### src/rtl/spi_read_sequencer_if.sv
// spi_read_sequencer_if: request/result handshake plus the cs/sck/data/data_rdy link to spi_interface.
interface spi_read_sequencer_if #(parameter int W = 16);
    logic         start;
    logic [W-1:0] spi_data;
    logic         spi_data_rdy;
    logic         cs;
    logic         sck;
    logic [W-1:0] sample;
    logic         sample_valid;
    logic         busy;
    logic         timeout_err;
    modport master (
        input  start, spi_data, spi_data_rdy,
        output cs, sck, sample, sample_valid, busy, timeout_err
    );
    modport slave (
        output start, spi_data, spi_data_rdy,
        input  cs, sck, sample, sample_valid, busy, timeout_err
    );
endinterface

### src/rtl/spi_read_sequencer.sv
// spi_read_sequencer: drives cs/sck for one NUM_BITS read per start and captures the word on data_rdy.
// Define SPI_SEQ_TIMEOUT_EN to abort WAIT_RDY after TIMEOUT_CYCLES with a timeout_err pulse.
module spi_read_sequencer #(
    parameter int HALF_DIV       = 4,
    parameter int CS_SETUP       = 2,
    parameter int GAP_CYCLES     = 4,
    parameter int NUM_BITS       = 16,
    parameter int TIMEOUT_CYCLES = 64
) (
    input logic                  sys_clk,
    input logic                  rst_n,
    spi_read_sequencer_if.master bus
);
`ifdef SPI_SEQ_TIMEOUT_EN
    localparam int MAX_T = TIMEOUT_CYCLES;
`else
    localparam int MAX_T = 1;
`endif
    localparam int MAX_A = (HALF_DIV > CS_SETUP) ? HALF_DIV : CS_SETUP;
    localparam int MAX_B = (GAP_CYCLES > MAX_T) ? GAP_CYCLES : MAX_T;
    localparam int CW    = $clog2(((MAX_A > MAX_B) ? MAX_A : MAX_B) + 1);
    localparam int BW    = $clog2(NUM_BITS + 1);
    typedef enum logic [2:0] {IDLE, SETUP, CLOCK, WAIT_RDY, GAP} state_t;
    state_t        state_q, state_d;
    logic [CW-1:0] cnt_q, cnt_d;
    logic [BW-1:0] bits_q, bits_d;
    logic [15:0]   sample_q, sample_d;
    logic          cs_q, cs_d, sck_q, sck_d, valid_q, valid_d, busy_q, busy_d, terr_q, terr_d;
    always_comb begin
        state_d  = state_q;
        cnt_d    = cnt_q + 1'b1;
        bits_d   = bits_q;
        cs_d     = cs_q;
        sck_d    = sck_q;
        sample_d = sample_q;
        valid_d  = 1'b0;
        terr_d   = 1'b0;
        case (state_q)
            IDLE: begin
                cnt_d  = '0;
                bits_d = '0;
                if (bus.start) begin
                    state_d = SETUP;
                    cs_d    = 1'b0;
                end
            end
            SETUP: if (cnt_q == CW'(CS_SETUP - 1)) begin
                state_d = CLOCK;
                cnt_d   = '0;
            end
            // each phase lasts HALF_DIV cycles; a falling edge after the last rise ends the word
            CLOCK: if (cnt_q == CW'(HALF_DIV - 1)) begin
                cnt_d  = '0;
                sck_d  = !sck_q;
                bits_d = sck_q ? bits_q : bits_q + 1'b1;
                if (sck_q && bits_q == BW'(NUM_BITS)) state_d = WAIT_RDY;
            end
            WAIT_RDY: begin
                cnt_d = '0;
                if (bus.spi_data_rdy) begin
                    sample_d = bus.spi_data;
                    valid_d  = 1'b1;
                    state_d  = GAP;
                end
`ifdef SPI_SEQ_TIMEOUT_EN
                else if (cnt_q == CW'(TIMEOUT_CYCLES - 1)) begin
                    terr_d  = 1'b1;
                    state_d = GAP;
                end else cnt_d = cnt_q + 1'b1;
`endif
            end
            // cs rises one cycle after capture so spi_interface keeps its data until then
            GAP: begin
                cs_d = 1'b1;
                if (cnt_q == CW'(GAP_CYCLES - 1)) state_d = IDLE;
            end
            default: state_d = IDLE;
        endcase
        busy_d = state_d != IDLE;
    end
    always_ff @(posedge sys_clk or negedge rst_n) begin
        if (!rst_n) begin
            state_q  <= IDLE;
            cnt_q    <= '0;
            bits_q   <= '0;
            sample_q <= '0;
            cs_q     <= 1'b1;
            sck_q    <= 1'b0;
            valid_q  <= 1'b0;
            busy_q   <= 1'b0;
            terr_q   <= 1'b0;
        end else begin
            state_q  <= state_d;
            cnt_q    <= cnt_d;
            bits_q   <= bits_d;
            sample_q <= sample_d;
            cs_q     <= cs_d;
            sck_q    <= sck_d;
            valid_q  <= valid_d;
            busy_q   <= busy_d;
            terr_q   <= terr_d;
        end
    end
    assign bus.cs           = cs_q;
    assign bus.sck          = sck_q;
    assign bus.sample       = sample_q;
    assign bus.sample_valid = valid_q;
    assign bus.busy         = busy_q;
    assign bus.timeout_err  = terr_q;
endmodule

### src/flat_wrapper.sv
// flat-port wrapper written by rule: the top's interface ports become plain ports
module spi_read_sequencer_flat 
#(
    parameter int HALF_DIV       = 4,
    parameter int CS_SETUP       = 2,
    parameter int GAP_CYCLES     = 4,
    parameter int NUM_BITS       = 16,
    parameter int TIMEOUT_CYCLES = 64
)
  (sys_clk, rst_n, bus_start, bus_spi_data, bus_spi_data_rdy, bus_cs, bus_sck, bus_sample, bus_sample_valid, bus_busy, bus_timeout_err);
  spi_read_sequencer_if bus_i ();
  input logic sys_clk;
  input logic rst_n;
  input wire logic [$bits(bus_i.start)-1:0] bus_start;
  input wire logic [$bits(bus_i.spi_data)-1:0] bus_spi_data;
  input wire logic [$bits(bus_i.spi_data_rdy)-1:0] bus_spi_data_rdy;
  output wire logic [$bits(bus_i.cs)-1:0] bus_cs;
  output wire logic [$bits(bus_i.sck)-1:0] bus_sck;
  output wire logic [$bits(bus_i.sample)-1:0] bus_sample;
  output wire logic [$bits(bus_i.sample_valid)-1:0] bus_sample_valid;
  output wire logic [$bits(bus_i.busy)-1:0] bus_busy;
  output wire logic [$bits(bus_i.timeout_err)-1:0] bus_timeout_err;
  assign bus_i.start = bus_start;
  assign bus_i.spi_data = bus_spi_data;
  assign bus_i.spi_data_rdy = bus_spi_data_rdy;
  assign bus_cs = bus_i.cs;
  assign bus_sck = bus_i.sck;
  assign bus_sample = bus_i.sample;
  assign bus_sample_valid = bus_i.sample_valid;
  assign bus_busy = bus_i.busy;
  assign bus_timeout_err = bus_i.timeout_err;
  spi_read_sequencer #(.HALF_DIV(HALF_DIV), .CS_SETUP(CS_SETUP), .GAP_CYCLES(GAP_CYCLES), .NUM_BITS(NUM_BITS), .TIMEOUT_CYCLES(TIMEOUT_CYCLES)) u_core (.sys_clk(sys_clk), .rst_n(rst_n), .bus(bus_i));
endmodule
### config.mk
export PLATFORM = sky130hd
export DESIGN_NAME = spi_read_sequencer_flat
export DESIGN_NICKNAME = d
export VERILOG_FILES = /design/src/rtl/spi_read_sequencer_if.sv /design/src/rtl/spi_read_sequencer.sv /design/src/flat_wrapper.sv
export SDC_FILE = /design/constraint.sdc
export NUM_CORES = 1
export LEC_CHECK = 0
export ABC_AREA = 1
export CAP_MARGIN = 30
export CORE_MARGIN = 2
export CORE_UTILIZATION = 47
export DETAILED_ROUTE_END_ITERATION = 16
export GPL_TIMING_DRIVEN = 0
export PLACE_DENSITY_LB_ADDON = 0.05
export SETUP_SLACK_MARGIN = 0.15
export SLEW_MARGIN = 10
export SYNTH_ARGS = -nofsm -noshare
export SYNTH_HDL_FRONTEND = slang
export SYNTH_SLANG_ARGS = --single-unit
### constraint.sdc
create_clock -name sys_clk -period 1.48 [get_ports sys_clk]
set_input_delay 0.148 -clock sys_clk [delete_from_list [all_inputs] [get_ports sys_clk]]
set_output_delay 0.148 -clock sys_clk [all_outputs]
set_load 0.02 [all_outputs]
# Word level (Yosys, flattened, before mapping)
# Cells that the tools add are included.
# classes
n_eq_ne	10
n_bitwise	0
n_addsub	2
muxes	17
n_lt_le_gt_ge	0
n_shift	0
multipliers	0
div	0
n_reduce_logical	11
# ops
operator	count
2-to-1 mux 3 bit	8
one-hot mux 3 bit (5 select lines)	1
2-to-1 mux 5 bit	2
one-hot mux 5 bit (2 select lines)	1
equality test 3 x 2 -> 1 bit (second input constant)	3
one-hot mux 3 bit (3 select lines)	1
equality test 3 x 1 -> 1 bit (second input constant)	2
AND reduction 2 bit	3
adder 5 x 1 -> 5 bit (second input constant)	1
equality test 5 bit (second input constant)	1
inequality test 2 bit (second input constant)	2
nonzero test 2 bit	2
adder 3 x 1 -> 3 bit (second input constant)	1
equality test 3 bit (second input constant)	1
zero test 3 bit	1
2-to-1 mux 1 bit	3
AND reduction 3 bit	1
nonzero test 3 bit	1
inequality test 2 x 1 -> 1 bit (second input constant)	1
one-hot mux 1 bit (2 select lines)	1
OR reduction 2 bit	1
logical AND 1 bit	1
zero test 1 bit	1
# totals
register_bits	31
word_cells	48
memories	0
romBits	0
latch_bits	0
mem_bits_rw	0

# Longest topological paths before layout
# Gate-level depths: netlist (run 1).
# logic_depth
ltp_word	6
depth_mapped	8
ltp_nobuf	8

# Worst setup path before layout (run 1)
# No wires, ideal clock.
# synth_path
kind	reg2reg
from	register u_core.cnt_q[0]
to	register u_core.bits_q[3]
setup_time_ps	117
t_arrival_ps	1181
required_time_ps	1363
path_slack_ps	182
path_stages_with_launch	7
period_less_slack_ps	1298
path_cell_list	dfrtp_1 ha_1 ha_1 nand4_2 nand2_1 nand2_1 nand2_1
# synth_via
elab_chain_cells	3
# synth_lines
item	line_no	rtl
start, declared	spi_read_sequencer.sv:25	logic [CW-1:0] cnt_q, cnt_d;
start signal, assigned	spi_read_sequencer.sv:94	cnt_q <= cnt_d;
equality test 3 x 2 -> 1 bit	spi_read_sequencer.sv:52	CLOCK: if (cnt_q == CW'(HALF_DIV - 1)) begin
inequality test 2 x 1 -> 1 bit (no source line)	n/a	
AND reduction 3 bit (no source line)	n/a	
end signal, assigned	spi_read_sequencer.sv:95	bits_q <= bits_d;
end, declared	spi_read_sequencer.sv:26	logic [BW-1:0] bits_q, bits_d;
# No other way between the ends.
# A chain may end at the register's enable or synchronous reset.

# Worst setup path after layout (run 1)
# layout_path
from	register u_core.cnt_q[0]
to	register u_core.busy_q (netlist: u_core.bus.busy)
# layout_via
elab_chain_cells	4
word_cells_on_any_way	7
classes_between	2 x eq/ne; 4 x mux; 1 x reduce/logical
# layout_lines
item	line_no	rtl
equality test 3 x 2 -> 1 bit / equality test 3 x 1 -> 1 bit (equally long branches)	spi_read_sequencer.sv:52, spi_read_sequencer.sv:75, spi_read_sequencer.sv:47	
2-to-1 mux 3 bit, on equally long branches	spi_read_sequencer.sv:75, spi_read_sequencer.sv:47, spi_read_sequencer.sv:52	
one-hot mux 3 bit (5 select lines) (*)	spi_read_sequencer.sv:38	case (state_q)
named net u_core.state_d[2]	spi_read_sequencer.sv:24	state_t state_q, state_d;
nonzero test 3 bit (*)	spi_read_sequencer.sv:79	busy_d = state_d != IDLE;
named net u_core.busy_d	spi_read_sequencer.sv:28	logic cs_q, cs_d, sck_q, sck_d, valid_q, valid_d, busy_q, busy_d, terr_q, terr_d;
end signal, assigned	spi_read_sequencer.sv:100	busy_q <= busy_d;
end, declared	spi_read_sequencer.sv:28	
# Mark *: on every way through the listed nets, which the timed path passes. The rest lies on a longest branch.

==> qor.txt, run 1 <==
DRC violations left: 0
CP max-delay cell: dfrtp_1
core area: 3028 sq um
Worst Hold End: u_core.bus.sample[10]
Reg clk slew, reported paths: 0.10 ns
vias in the first global route: 1284
gr usage total: 20.29%
P_leak: 1.074 nW
synthesis-to-finish area growth: 37.79%
Num CTS Buffers: 5
root buf cell: clkbuf_4
Synth Area in XOR/XNOR: 0.5892%
post-synthesis compound-gate area fraction: 2.441%
WP buf/inv: 1
Arrival @ worst endpoint: 1.49 ns
clock tree buffer depth: 2
TritonCTS clock tree: yes
reg2reg start: u_core.cnt_q[0]
most instantiated library cell after synthesis: nand2_1
Slew HR: 54.56%
Vias/cell: 4.727
setup tns final: 0 ns
area of the multi-input gates: 649.4 sq um
routed vias: 1300
TritonRoute pass-1 iters: 4
Synth area leader: dfrtp_1
Design Area, Final: 2048 sq um
I/O pins: 41
Syn Std Cell Area: 1486 sq um
achievable frequency: 782.8 MHz
Post-Place Cells: 262
FF+latch count, synth: 31
reg2reg end: u_core.bus.busy
ys flop type: dfrtp_1
synth warn: 0
gp weighted congestion: 0.8683
Inserted Diodes: 0
antenna-violating nets left: 0
Post-Synth Adder-Cell Area: 5.051%
fin cells: 275
placed cell area: 1927 sq um
DR WL/cell: 11.66 um
Pins Over Slew Limit: 0
Max Cap Violations: 0
Crit path max-delay family: flip-flops
Critical Path End Type: register
FP Rows: 20
Seq/Total Area, Yosys: 52.27%
Die Area: 3628 sq um
Pwr Density: 1776 nW/um^2
Async SR Flop Fraction: 100.0%
crit path kind: register to register
unrepaired setup endpoints after global routing: no
register area: 780.7 sq um
Skew-Pair Late Insertion Delay: 0.33 ns
first-pass GRT wire length: 5402 um
H-tree levels: 2
Crit path largest cell delay: 0.39 ns
Die X: 60.24 um
Critical Path Fanout Max: 4
Tcrit/Tclk final: 86.31%
Synth cell types: 24
Reg2Reg Depth: 7
Worst Skew: 0.01041 ns
hpwl dp: 2251 um
total gr overflow: 0
Fillers: 262
1st-iter DRT viols: 82
Post-synth top cells: nand2_1, dfrtp_1, inv_1, nand3_1, nor2_1
number of enable flip-flop cells after synthesis: 0
Final Core Density: 67.64%
Hold Crit Class: input pin to register
crit path time final: 1.277 ns
main combinational cell family by area after synthesis: simple AND/OR/NAND/NOR gates
largest cells by area after synthesis: dfrtp_1, nand2_1, nand3_1, ha_1, inv_1
layout cells sized above 1: 13.85%
Routed WL: 3206 um
syn_nets: 205
CP startpoint kind: register
Worst EP required: 1.70 ns
nets: 256
Initial Utilization: 49.09%
Synth Instances: 179
post-synthesis mux area share: 0%
hold_sp: bus_spi_data[10]
CTS sink cnt: 31
Hold Fails Final Rpt: 0
largest net degree at the start of global routing: 32
post-synth top area share: 50.51%
final setup fails: 0
CP most frequent cell: nand2_1
worst vdd ir: 965.0 uV
critical path cell sequence: ha_2 > ha_4 > inv_1 > nand3_1 > nand2_1 > nor2_1 > nand2_1
Hold Slack: 0.3472 ns
chip height: 60.24 um
Synth Area in Simple Gates: 32.83%
status: finished clean
antenna violations before repair: 0
Worst-Margin Slew: 0.6816 ns
port bufs: 39
r2r setup slk: 0.20 ns
WHS Path Cells: 3
syn_area_per_cell: 8.304 sq um
## final cells by class
class | count | area share [%]
sequential | 31 | 38.12
inverter | 18 | 3.421
buffer | 4 | 1.344
timing repair buffer | 44 | 19.36
multi-input combinational | 126 | 31.70
clock buffer | 8 | 3.360
tap | 44 | 2.688
## worst max-delay path by stage
stage | from | end | depth (start not counted)
floorplan | u_core.cnt_q[0] | u_core.bits_q[3] | 6
global placement | rst_n | u_core.bus.sample[11] | 1
detailed placement | u_core.cnt_q[0] | u_core.bits_q[4] | 6
CTS | u_core.bus.cs | bus_cs | 1
global route | u_core.state_q[1] | u_core.bus.sample[11] | 7
finish | u_core.cnt_q[0] | u_core.bus.busy | 7
## placed cells by master, fill, tap and decap left out, types with 2 or more instances in the layout
cell,count
nand2_1,76
dfrtp_1,27
dlygate4sd2_1,19
clkdlybuf4s50_1,18
nand3_1,16
inv_1,15
nor2_1,11
buf_4,5
clkbuf_4,5
ha_1,4
nand4_1,3
dfrtp_2,3
inv_2,2
o211ai_1,2
clkbuf_1,2
nor2_2,2
buf_2,2
clkbuf_8,2
## cells by family (layout without fill, tap and decap cells)
group,after synthesis,after routing
AO/OA/AOI/OAI,5,5
other,1,1
flip-flops,31,31
adder cells (fa/ha/maj),6,6
buffers and inverters,22,74
AND/OR/NAND/NOR,113,113
XOR/XNOR,1,1
## timing repair
item	CTS	global route
buffers inserted	1	3
pin swaps	1	2
hold endpoints to repair	30	0
setup endpoints to repair	26	20
gates resized for setup	24	10
hold buffers	1	0
## per-stage QoR
stage,power (mW),setup slack (ns)
2_1_floorplan,2.367,0.1817
3_3_place_gp,3.040,-0.2700
3_5_place_dp,3.097,0.04821
4_1_cts,3.561,0.1205
5_1_grt,3.915,0.1401
6_report,3.637,0.2026
## report_power, final
| part | leakage (nW) | total (mW) | internal (mW) | switching, mW |
|---|---|---|---|---|
| registers | 0.393 | 1.38 | 1.16 | 0.217 |
| logic | 0.642 | 1.69 | 0.656 | 1.04 |
| clock network | 0.0386 | 0.566 | 0.279 | 0.287 |
## worst register-to-register path: cells and delay by family (launching register included)
family | cells | cell delay [ns]
adders and majority gates | 2 | 0.38
DFF | 1 | 0.39
and+or+nand+nor | 4 | 0.32
buffers and inverters | 1 | 0.07
## flip-flops by register name, summed over array words and instances, names as in the netlist
signal                   flops
u_core.cnt_q                 3
u_core.bus.sample_valid      1
u_core.bus.sample           16
u_core.bits_q                5
u_core.bus.cs                1
u_core.state_q               3
u_core.bus.sck               1
u_core.bus.busy              1
## layer usage
layer  global-route usage (%)  up-vias  routed length [um]  share of wire, %
li1                         -      658                   -                 -
met1                    24.55      600                1427                45
met2                    33.54       35                1555                49
met3                    6.926        7                 172               5.4
met4                    6.984        0                  51               1.6
met5                        0        -                   0                 0
Power figures use the tool's default switching activity.
==> run 2: changes to the inputs <==
--- a/config.mk
+++ b/config.mk
@@ -6,6 +6,7 @@
 export NUM_CORES = 1
 export LEC_CHECK = 0
 export ABC_AREA = 1
+export ABC_CLOCK_PERIOD_IN_PS = 1450
 export CAP_MARGIN = 30
 export CORE_MARGIN = 2
 export CORE_UTILIZATION = 47
==> constraint.sdc (replaced) <==
create_clock -name sys_clk -period 1.45 [get_ports sys_clk]
set_input_delay 0.145 -clock sys_clk [delete_from_list [all_inputs] [get_ports sys_clk]]
set_output_delay 0.145 -clock sys_clk [all_outputs]
set_load 0.02 [all_outputs]
==> run 2 against run 1 <==
Compared with the run above:
- first-iteration DRC count up 28%
- worst setup slack got worse by 0.010 ns
- critical path depth down 1
- flip-flop and latch count unchanged
- critical path type unchanged
==> qor.txt, run 2 (synthesized netlist as in run 1, its figures left out) <==
Critical Path End Type: register
Sw Share: 42.43%
Worst Hold End: u_core.bus.sample[7]
Arrival @ worst endpoint: 1.47 ns
hpwl dp: 2251 um
TritonCTS clock tree: yes
Vias/cell: 4.727
Inserted Diodes: 0
max FFs per register: 16
sequential share of power: 38.2%
placed cell area: 1927 sq um
Comb pwr share: 46.3%
vias in the first global route: 1291
WL met2: 1549 um
chip height: 60.24 um
Num CTS Buffers: 5
Hold Crit Class: input pin to register
Tcrit/Tclk final: 86.74%
setup slack at placement: 0.01821 ns
H-tree levels: 2
Slew HR: 53.84%
Design Area, Final: 2057 sq um
unrepaired setup endpoints after global routing: yes
FP Rows: 20
TritonRoute pass-1 iters: 4
DR WL/cell: 11.59 um
crit path kind: register to register
Final Core Density: 67.93%
Routed WL: 3188 um
final setup fails: 0
antenna-violating nets left: 0
clock power share: 15.5%
worst vdd ir: 977.2 uV
reg2reg start: u_core.cnt_q[0]
Die X: 60.24 um
1st-iter DRT viols: 105
highest routed metal layer: met4
port bufs: 39
synthesis-to-finish area growth: 38.38%
status: finished clean
Setup WS post-layout: 0.1923 ns
gr usage total: 20.47%
Hold Slack: 0.3465 ns
WHS Path Cells: 3
r2r setup slk: 0.19 ns
root buf cell: clkbuf_4
Max Cap Violations: 0
Worst EP required: 1.66 ns
CTS sink cnt: 31
core area: 3028 sq um
P_sw: 1.572 mW
routed vias: 1300
Pins Over Slew Limit: 0
Initial Utilization: 49.09%
most common cell after layout, fill and taps aside: nand2_1
I/O pins: 41
fin cells: 275
gp weighted congestion: 0.8683
Reg2Reg Depth: 6
Post-Place Cells: 262
hold_sp: bus_spi_data[7]
wire length on met3: 158 um
Skew-Pair Late Insertion Delay: 0.32 ns
Met1 Wirelength: 1428 um
most frequent cells in the layout: nand2_1, dfrtp_1, dlygate4sd2_1
internal power: 2.132 mW
CP startpoint kind: register
clock tree buffer depth: 2
Worst-Margin Slew: 0.6924 ns
setup tns final: 0 ns
Worst Skew: 0.007236 ns
nets: 256
Reg clk slew, reported paths: 0.10 ns
largest net degree at the start of global routing: 32
layout cells sized above 1: 14.29%
Die Area: 3628 sq um
DRC violations left: 0
crit path time final: 1.258 ns
achievable frequency: 795.1 MHz
total gr overflow: 0
Critical Path Fanout Max: 4
Pwr Density: 1801 nW/um^2
antenna violations before repair: 0
Fillers: 263
P_leak: 1.075 nW
Hold Fails Final Rpt: 0
reg2reg end: u_core.bus.busy
first-pass GRT wire length: 5457 um
Final Total Pwr: 3.704 mW
## run 2: timing repair
action | CTS | global route
pin swaps | 2 | 1
resized for setup | 25 | 14
buffers inserted | 2 | 2
hold buffers | 1 | 0
endpoints found under the hold margin | 30 | 0
setup endpoints to repair | 31 | 13
## run 2: per-layer routing
layer / vias up / track usage [%]
li1: 658 / -
met1: 606 / 24.83
met2: 30 / 33.85
met3: 6 / 6.926
met4: 0 / 6.984
met5: - / 0
## run 2: worst max-delay path, stage by stage (launching register included)
cell	delay (ns)
dfrtp_1	0.42
ha_2	0.22
ha_4	0.18
nand3_1	0.10
nor2_1	0.06
nor2_2	0.11
nand2_1	0.06
## run 2: cell type report
cell class / count / area, sq um / area share (%)
Buffer: 4 / 30.03 / 1.460
Clock buffer: 8 / 68.82 / 3.346
Inverter: 18 / 75.07 / 3.650
Multi-Input combinational cell: 126 / 651.9 / 31.69
Sequential cell: 31 / 779.5 / 37.90
Tap cell: 44 / 55.05 / 2.676
Timing Repair Buffer: 44 / 396.6 / 19.28
## run 2: worst max-delay path by stage
stage                          startpoint                     to  slack, ns  cells after the start
after floorplan           u_core.cnt_q[0]       u_core.bits_q[3]       0.15                      6
after global placement              rst_n  u_core.bus.sample[11]      -0.30                      1
after detailed placement  u_core.cnt_q[0]       u_core.bits_q[4]       0.02                      6
after CTS                   u_core.bus.cs                 bus_cs       0.09                      1
after global routing      u_core.cnt_q[0]       u_core.bits_q[4]       0.11                      6
final                     u_core.cnt_q[0]        u_core.bus.busy       0.19                      6
## run 2: power groups by stage
stage | Clock, mW | Combinational, mW | Sequential, mW
6_report | 0.574 | 1.72 | 1.41
5_1_grt | 0.634 | 1.90 | 1.46
4_1_cts | 0.594 | 1.68 | 1.39
3_5_place_dp | 0 | 1.75 | 1.41
3_3_place_gp | 0 | 1.70 | 1.40
2_1_floorplan | 0 | 0.732 | 1.68
==> run 3: changes to the inputs <==
--- a/config.mk
+++ b/config.mk
@@ -6,10 +6,10 @@
 export NUM_CORES = 1
 export LEC_CHECK = 0
 export ABC_AREA = 1
-export ABC_CLOCK_PERIOD_IN_PS = 1450
+export ABC_CLOCK_PERIOD_IN_PS = 1500
 export CAP_MARGIN = 30
 export CORE_MARGIN = 2
-export CORE_UTILIZATION = 47
+export CORE_UTILIZATION = 51
 export DETAILED_ROUTE_END_ITERATION = 16
 export GPL_TIMING_DRIVEN = 0
 export PLACE_DENSITY_LB_ADDON = 0.05
==> constraint.sdc (replaced) <==
create_clock -name sys_clk -period 1.5 [get_ports sys_clk]
set_input_delay 0.15 -clock sys_clk [delete_from_list [all_inputs] [get_ports sys_clk]]
set_output_delay 0.15 -clock sys_clk [all_outputs]
set_load 0.02 [all_outputs]
==> run 3 against run 2 <==
Compared with the run above:
- flip-flop and latch count unchanged
- highest routed layer unchanged
- maximum frequency fell by 3.7%
- non-clock buffer count is the same
- via count increased by 4.2%
- critical endpoint unchanged
- utilization rose by 5.4 points
- largest power group unchanged
- count of clock-buffer cells in the layout is 2 lower
==> qor.txt, run 3 (synthesized netlist as in run 1, its figures left out) <==
synthesis-to-finish area growth: 36.03%
DRC violations left: 0
most common cell after layout, fill and taps aside: nand2_1
root buf cell: clkbuf_4
nets: 256
Skew-Pair Late Insertion Delay: 0.33 ns
achievable frequency: 766.1 MHz
Tcrit/Tclk final: 87.03%
area of the multi-input gates: 651.9 sq um
final setup fails: 0
hpwl dp: 2353 um
Final Total Pwr: 3.570 mW
Fillers: 217
placed cell area: 1911 sq um
vias in the first global route: 1323
TritonCTS clock tree: yes
Setup WS post-layout: 0.1946 ns
chip height: 57.99 um
Crit path largest cell delay: 0.38 ns
P_leak: 1.074 nW
Reg clk slew, reported paths: 0.10 ns
Critical Path Fanout Max: 4
Num CTS Buffers: 5
CP startpoint kind: register
Post-Place Cells: 249
Worst Skew: 0.007347 ns
r2r setup slk: 0.19 ns
H-tree levels: 2
Reg2Reg Depth: 7
CP max-delay cell: dfrtp_1
setup slack at placement: 0.05113 ns
critical path cell sequence: buf_4 > ha_1 > nand2_2 > nand3_1 > nand3_1 > nor2_2 > nand2_1
gr usage total: 21.96%
reg2reg end: u_core.bus.busy
layout cells sized above 1: 13.04%
crit path capture: u_core.bus.busy
unrepaired setup endpoints after global routing: yes
CTS sink cnt: 31
Die X: 57.99 um
Max Cap Violations: 0
crit path time final: 1.305 ns
crit path kind: register to register
max FFs per register: 16
reg2reg start: u_core.cnt_q[0]
worst vdd ir: 1384 uV
clock tree buffer depth: 2
antenna-violating nets left: 0
total gr overflow: 0
core area: 2758 sq um
fin cells: 261
DR WL/cell: 13.06 um
Vias/cell: 5.188
Critical Path Source: u_core.cnt_q[0]
most frequent cells in the layout: nand2_1, dfrtp_1, dlygate4sd2_1
first-pass GRT wire length: 5582 um
Critical Path End Type: register
Slew HR: 55.10%
Initial Utilization: 53.90%
status: finished clean
Worst EP required: 1.71 ns
FP Rows: 19
register area: 778.2 sq um
Die Area: 3362 sq um
Design Area, Final: 2022 sq um
port bufs: 39
Pins Over Slew Limit: 0
setup tns final: 0 ns
Routed WL: 3409 um
Final Core Density: 73.32%
I/O pins: 41
CP most frequent cell: nand3_1
gp weighted congestion: 0.8708
Arrival @ worst endpoint: 1.52 ns
routed vias: 1354
Inserted Diodes: 0
largest net degree at the start of global routing: 32
Hold Crit Class: input pin to register
antenna violations before repair: 0
TritonRoute pass-1 iters: 4
1st-iter DRT viols: 73
Hold Slack: 0.3460 ns
Hold Fails Final Rpt: 0
Worst-Margin Slew: 0.6735 ns
Pwr Density: 1766 nW/um^2
[run 3: layer usage]
metal	GRT usage [%]	vias to the layer above	share of wire, %	wire length (um)
met5	0	-	0	0
met4	7.973	0	1.1	36
met3	6.920	4	5.6	190
met2	35.55	53	50	1719
met1	27.81	641	43	1462
li1	-	656	-	-
[run 3: power by group]
part / internal [mW] / leakage, nW / total [mW] / switching, mW
Combinational: 0.655 / 0.644 / 1.70 / 1.04
Sequential: 1.14 / 0.396 / 1.36 / 0.219
Clock: 0.217 / 0.0341 / 0.511 / 0.294
[run 3: repair_timing]
| item | in CTS | in global routing |
|---|---|---|
| gates resized for setup | 22 | 12 |
| buffers inserted | 1 | 3 |
| hold endpoints to repair | 30 | 0 |
| setup endpoints to repair | 27 | 17 |
| hold buffers | 1 | 0 |
| pin swaps | 1 | 2 |
[run 3: worst min-delay path by stage]
stage | start | endpoint | slack, ns | cells past startpoint
floorplan | rst_n | u_core.bits_q[0] | -0.15 | 0
global placement | u_core.bus.sample[0] | u_core.bus.sample[0] | 0.46 | 2
detailed placement | rst_n | u_core.cnt_q[1] | 0.23 | 1
CTS | bus_spi_data[4] | u_core.bus.sample[4] | 0.34 | 3
global route | bus_spi_data[9] | u_core.bus.sample[9] | 0.33 | 3
finish | bus_spi_data[9] | u_core.bus.sample[9] | 0.35 | 3
[run 3: final cells by class]
cell class                      instances  share of cell area, %
Buffer                                  4                  1.485
Clock buffer                            6                  2.537
Clock inverter                          1                 0.2475
Inverter                               18                  3.465
Multi-Input combinational cell        126                  32.24
Sequential cell                        31                  38.49
Tap cell                               31                  1.918
Timing Repair Buffer                   44                  19.62
[run 3: critical path, delay by kind of cell (launching register included)]
family	cells	cell delay [ns]
simple gates	5	0.52
flops	1	0.38
fa+ha+maj	1	0.16
buf+inv	1	0.13
